<file path="src/rtl/interrupt_coalescing_unit.sv">
// Interrupt coalescing unit: per-source enable / edge-or-level mode / sticky
// pending with W1C clear, merged into one irq_o that fires on an event-count
// threshold or a timeout, whichever comes first.
//
//   state    | meaning
//   ---------+--------------------------------------------------------------
//   st_idle  | nothing enabled-pending has arrived; count and timer held at 0
//   st_accum | events are being counted and the coalescing timer is running
//   st_fire  | irq_o asserted; events still counted; waiting for ack_i
module interrupt_coalescing_unit #(
  parameter int unsigned          num_src_p     = 4,
  parameter int unsigned          cnt_width_p   = 8,
  parameter int unsigned          timer_width_p = 16,
  parameter logic [num_src_p-1:0] mode_reset_p  = '0
) (
  input  logic                     clk_i,
  input  logic                     reset_n_i,
  input  logic [num_src_p-1:0]     src_i,
  input  logic                     en_v_i,
  input  logic [num_src_p-1:0]     en_i,
  input  logic                     mode_v_i,
  input  logic [num_src_p-1:0]     mode_i,
  input  logic                     clear_v_i,
  input  logic [num_src_p-1:0]     clear_mask_i,
  input  logic                     thresh_v_i,
  input  logic [cnt_width_p-1:0]   thresh_i,
  input  logic                     timeout_v_i,
  input  logic [timer_width_p-1:0] timeout_i,
  input  logic                     ack_i,
  output logic [num_src_p-1:0]     pending_o,
  output logic [num_src_p-1:0]     masked_pending_o,
  output logic                     irq_o,
  output logic [cnt_width_p-1:0]   event_count_o
);

  typedef enum logic [1:0] {
    st_idle  = 2'd0,
    st_accum = 2'd1,
    st_fire  = 2'd2
  } state_e;

  state_e                   state_r, state_d;
  logic [num_src_p-1:0]     en_r, mode_r, mode_d, edge_pend_r, edge_pend_d;
  logic [num_src_p-1:0]     src_prev_r, mp_prev_r;
  logic [cnt_width_p-1:0]   thresh_r, thresh_eff, count_r, count_d, count_inc, count_acc;
  logic [timer_width_p-1:0] timeout_r, timer_r, timer_d, timer_sat;
  logic [timer_width_p:0]   timer_nx;
  logic                     irq_r, any_pend, evt, timer_hit;

  // Pending vector, enable masking and event detection
  always_comb begin
    mode_d           = mode_v_i ? mode_i : mode_r;
    // Clear first, then OR in new edges so a same-cycle rise wins; a bit whose
    // (new) mode is level is dropped, which discards it on edge->level switch.
    edge_pend_d      = ((edge_pend_r & ~({num_src_p{clear_v_i}} & clear_mask_i))
                        | (src_i & ~src_prev_r)) & mode_d;
    pending_o        = (mode_r & edge_pend_r) | (~mode_r & src_i);
    masked_pending_o = pending_o & en_r;
    any_pend         = |masked_pending_o;
    evt              = |(masked_pending_o & ~mp_prev_r);
    count_inc        = (count_r == '1) ? count_r : count_r + cnt_width_p'(1);
    count_acc        = evt ? count_inc : count_r;
    thresh_eff       = (thresh_r == '0) ? cnt_width_p'(1) : thresh_r;
    timer_nx         = {1'b0, timer_r} + (timer_width_p + 1)'(1);
    timer_sat        = (timer_r == '1) ? timer_r : timer_nx[timer_width_p-1:0];
    timer_hit        = (timeout_r != '0) && (timer_nx >= {1'b0, timeout_r});
  end

  // Next-state logic for the coalescing FSM
  always_comb begin
    state_d = state_r;
    count_d = count_r;
    timer_d = timer_r;
    case (state_r)
      st_idle: begin
        count_d = '0;
        timer_d = '0;
        if (evt) begin
          count_d = cnt_width_p'(1);
          state_d = (thresh_eff == cnt_width_p'(1)) ? st_fire : st_accum;
        end
      end
      st_accum: begin
        if (!any_pend) begin
          state_d = st_idle;
          count_d = '0;
          timer_d = '0;
        end else begin
          count_d = count_acc;
          timer_d = timer_sat;
          if ((count_acc >= thresh_eff) || timer_hit) state_d = st_fire;
        end
      end
      st_fire: begin
        if (ack_i) begin
          timer_d = '0;
          if (any_pend) begin
            state_d = st_accum;
            count_d = cnt_width_p'(1);
          end else begin
            state_d = st_idle;
            count_d = '0;
          end
        end else begin
          count_d = count_acc;
        end
      end
      default: begin
        state_d = st_idle;
        count_d = '0;
        timer_d = '0;
      end
    endcase
  end

  // Configuration registers, sticky pending and history registers
  always_ff @(posedge clk_i) begin
    if (!reset_n_i) begin
      en_r        <= '0;
      mode_r      <= mode_reset_p;
      edge_pend_r <= '0;
      src_prev_r  <= src_i;
      mp_prev_r   <= '0;
      thresh_r    <= cnt_width_p'(1);
      timeout_r   <= '0;
    end else begin
      if (en_v_i)      en_r      <= en_i;
      if (thresh_v_i)  thresh_r  <= thresh_i;
      if (timeout_v_i) timeout_r <= timeout_i;
      mode_r      <= mode_d;
      edge_pend_r <= edge_pend_d;
      src_prev_r  <= src_i;
      mp_prev_r   <= masked_pending_o;
    end
  end

  // FSM state, counters and registered irq
  always_ff @(posedge clk_i) begin
    if (!reset_n_i) begin
      state_r <= st_idle;
      count_r <= '0;
      timer_r <= '0;
      irq_r   <= 1'b0;
    end else begin
      state_r <= state_d;
      count_r <= count_d;
      timer_r <= timer_d;
      irq_r   <= (state_d == st_fire);
    end
  end

  assign irq_o         = irq_r;
  assign event_count_o = count_r;

endmodule

</file>
<file path="config.mk">
export PLATFORM = sky130hd
export DESIGN_NAME = interrupt_coalescing_unit
export DESIGN_NICKNAME = d
export VERILOG_FILES = /design/src/rtl/interrupt_coalescing_unit.sv
export SDC_FILE = /design/constraint.sdc
export NUM_CORES = 1
export LEC_CHECK = 0
export ABC_CLOCK_PERIOD_IN_PS = 5900
export BUFFER_PORTS_ARGS = -buffer_cell sky130_fd_sc_hd__buf_2
export CAP_MARGIN = 20
export CORE_ASPECT_RATIO = 1.75
export CORE_MARGIN = 2
export CORE_UTILIZATION = 35
export CTS_BUF_LIST = sky130_fd_sc_hd__clkbuf_4 sky130_fd_sc_hd__clkbuf_8
export CTS_CLUSTER_SIZE = 28
export DETAILED_ROUTE_END_ITERATION = 10
export GPL_ROUTABILITY_DRIVEN = 0
export PLACE_DENSITY = 0.57
export SETUP_SLACK_MARGIN = 0.15
export SLEW_MARGIN = 20
export SYNTH_ARGS = -nofsm -noshare
export SYNTH_HDL_FRONTEND = slang
export SYNTH_SLANG_ARGS = --single-unit
export TNS_END_PERCENT = 20
</file>
<file path="constraint.sdc">
create_clock -name clk_i -period 5.9 [get_ports clk_i]
set_clock_uncertainty 0.2 [all_clocks]
set_input_delay 0.885 -clock clk_i [delete_from_list [all_inputs] [get_ports clk_i]]
set_output_delay 0.885 -clock clk_i [all_outputs]
set_load 0.01 [all_outputs]
</file>
==> impl_results.md <==
* Status: completed
* Part of the cycle the worst path needs at 57.5%
* Reg-to-Reg End: irq_o
* Critical Path Start Type: input pin
* CTS clk-pin slew, worst paths at 0.08 ns
* DP Worst Slack at 2.14 ns
* Initial DRC count at 63
* Vias in the first global route at 3186
* Fmax at 295 MHz
* Critical path arrival at 3.44 ns
* WHS at 0.299 ns
* Setup TNS at 0 ns
* Critical path buffers and inverters at 1
* Max IR drop VDD at 0.000191 V
* Worst path depth at 12
* DRT Wirelength at 8940 µm
* FP Rows at 50
* Yosys top cell by area: dfxtp_1
* Clock sinks at 71
* Worst-path fanout max at 6
* Final setup viols at 0
* Filler Cell Count at 1088
* Post-synthesis instance area at 3810 µm²
* Hold depth at 2
* FF-to-FF setup slack at 2.65 ns
* Final worst slack at 2.51 ns
* Async set or reset register ratio after synthesis at 0%
* Layout cells sized above 1 at 21.1%
* Leakage at 2.07 nW
* Worst hold path type: reg -> reg
* CTS-repair resized insts at 0
* Initial antenna violation count at 0
* Hold-fix buffers at CTS at 0
* Hold path endpoint: thresh_r[0]
* Worst-margin pin slew at 0.700 ns
* CTS Buffer Depth at 2
* Gr ovfl total at 0
* RSZ-0062 raised after global routing: no
* Critical path's slowest cell: a32oi_2
* Die W at 82.8 µm
* Syn_nets at 475
* Pin count of the biggest net entering global routing at 41
* Crit path max-delay family: compound AO/OA/AOI/OAI gates
* P per Cell Area at 242 nW/µm²
* Post-synth top area share at 37.3%
* All-Layer GR Usage at 16.3%
* Number of synthesized flops with an enable pin at 0
* Post-synthesis sequential area ratio at 37.3%
* Most frequent cell after synthesis: dfxtp_1
* CP Cell Sequence: buf_2 > mux2_4 > a32oi_2 > a21oi_2 > and3_1 > xor2_1 > ha_1 > a21o_1 > a21o_1 > a21oi_1 > o211ai_1 > o31a_1
* Cell count after synthesis at 401
* Clk Latency, worst-skew pair at 0.36 ns
* Max-slew violation count at 0
* CTS root buffer: clkbuf_8
* Placed cell count at 583
* Area grow syn2layout at 17.4%
* Yosys warnings at 0
* Number of synthesized register bits at 71
* Final HPWL DP at 6950 µm
* Global-route wire length before repair at 15200 µm
* Post-CTS setup buffers at 0
* Reg2Reg Launch Point: event_count_o[0]
* Hold path start: thresh_r[0]
* Maxcap violations at 0
* Synth top area cells: dfxtp_1 37%, mux2i_1 8.7%, ha_1 8.5%, nor2b_1 7.7%, inv_1 3.2%
* CP Class: in -> reg
* Final nets at 538
* Fin crit period at 3.39 ns
* Antenna cells at 0
* Vias at 3029
* CP Capture Type: register
* Syn Area/Cell at 9.49 µm²
* Synth top cells by count: 71 x dfxtp_1, 47 x nor2b_1, 33 x mux2i_1
* Non-filler cells, final at 599
* Power Total at 1.08 mW
* Count of cell types in the netlist at 52
* I/O Buffers at 64
* DRC at 0
* WL per Instance at 14.9 µm
* Final hold viol count at 0
* Synth Flop Type: dfxtp_1
* Avg Vias per Cell at 5.06
* Core area at 10600 µm²
* Worst reg-to-reg path cell count at 12
* CTS Buf Count at 9
* Die area at 11800 µm²
* ANT nets after route at 0
* Relative slew margins at 53.2%
* CP max stage delay at 0.33 ns
* Most frequent CP cell: a21o_1
* Die height at 142 µm
* CTS tree: built
* Initial DRT Pass Iterations at 4
* I/O Pins at 65
* # H-tree levels at 3
* Worst Path Required at 5.95 ns
* Starting Density at 35.8%
through the flow:
step / area, µm² / utilization [%]
final: 4470 / 42.0
after floorplan: 3810 / -
after global placement: 4240 / 39.8
after detailed placement: 4240 / 39.8
after CTS: 4470 / 42.0
after global routing: 4470 / 42.0
cells in the final DEF (no fill, tap or decap), types with 9 or more instances in the layout:
cell type and count:
and3_1 9, dfxtp_1 71, a21o_1 9, nand3_1 9, xnor2_1 11, a22o_1 10
nand2_1 23, a21oi_1 16, nor2b_1 47, ha_1 26, mux2i_1 33, buf_2 64
clkbuf_8 11, inv_1 32
cells by family (layout without fill, tap and decap cells):
group,Yosys count,in the layout,share of synthesized area (%)
and+or+nand+nor,136,136,21.2
DFF,71,71,37.3
AOI/OAI and AO/OA,67,67,13.4
buffers and inverters,44,112,4.54
muxes,38,38,10.5
adders and majority gates,26,26,8.54
xor gates and xnor gates,19,19,4.37
final cells by class:
cell class,count,area [µm²],area share (%)
multi-input cells,286,2210,49.5
flip-flops and latches,71,1420,31.8
repair buffers,64,320,7.17
clock buffers,13,166,3.72
well taps,130,163,3.64
inverters,32,120,2.69
clock inverters,3,65.1,1.46
registers in the layout (all words and copies together), names as in the netlist:
| signal | count |
|---|---|
| edge_pend_r | 4 |
| en_r | 4 |
| event_count_o | 8 |
| irq_o | 1 |
| mode_r | 4 |
| mp_prev_r | 4 |
| src_prev_r | 4 |
| state_r | 2 |
| thresh_r | 8 |
| timeout_r | 16 |
| timer_r | 16 |
where the power goes:
group	total [mW]	internal [mW]	switching (mW)	leakage [nW]
clock	0.452	0.270	0.182	0.120
sequential	0.511	0.497	0.0142	0.581
combinational	0.119	0.0593	0.0598	1.37
total	1.08	0.826	0.256	2.07
worst max path at each step:
stage                  start    endpoint
floorplan           src_i[2]       irq_o
global placement    src_i[0]       irq_o
detailed placement  src_i[0]  state_r[1]
CTS                 src_i[0]       irq_o
global route        src_i[2]       irq_o
finish              src_i[0]       irq_o
metal layers:
metal / global-route usage (%) / wire, µm / up-vias
met5: 0 / 0 / -
met4: 10.7 / 381 / 0
met3: 3.31 / 318 / 23
met2: 30.1 / 4710 / 67
met1: 16.3 / 3530 / 1402
li1: - / - / 1537
worst min-delay path, stage by stage (launching register included):
cell,delay [ns]
dfxtp_1,0.35
mux2i_1,0.07
nand2_1,0.06
Note: power is estimated with default switching activity, not from simulation.
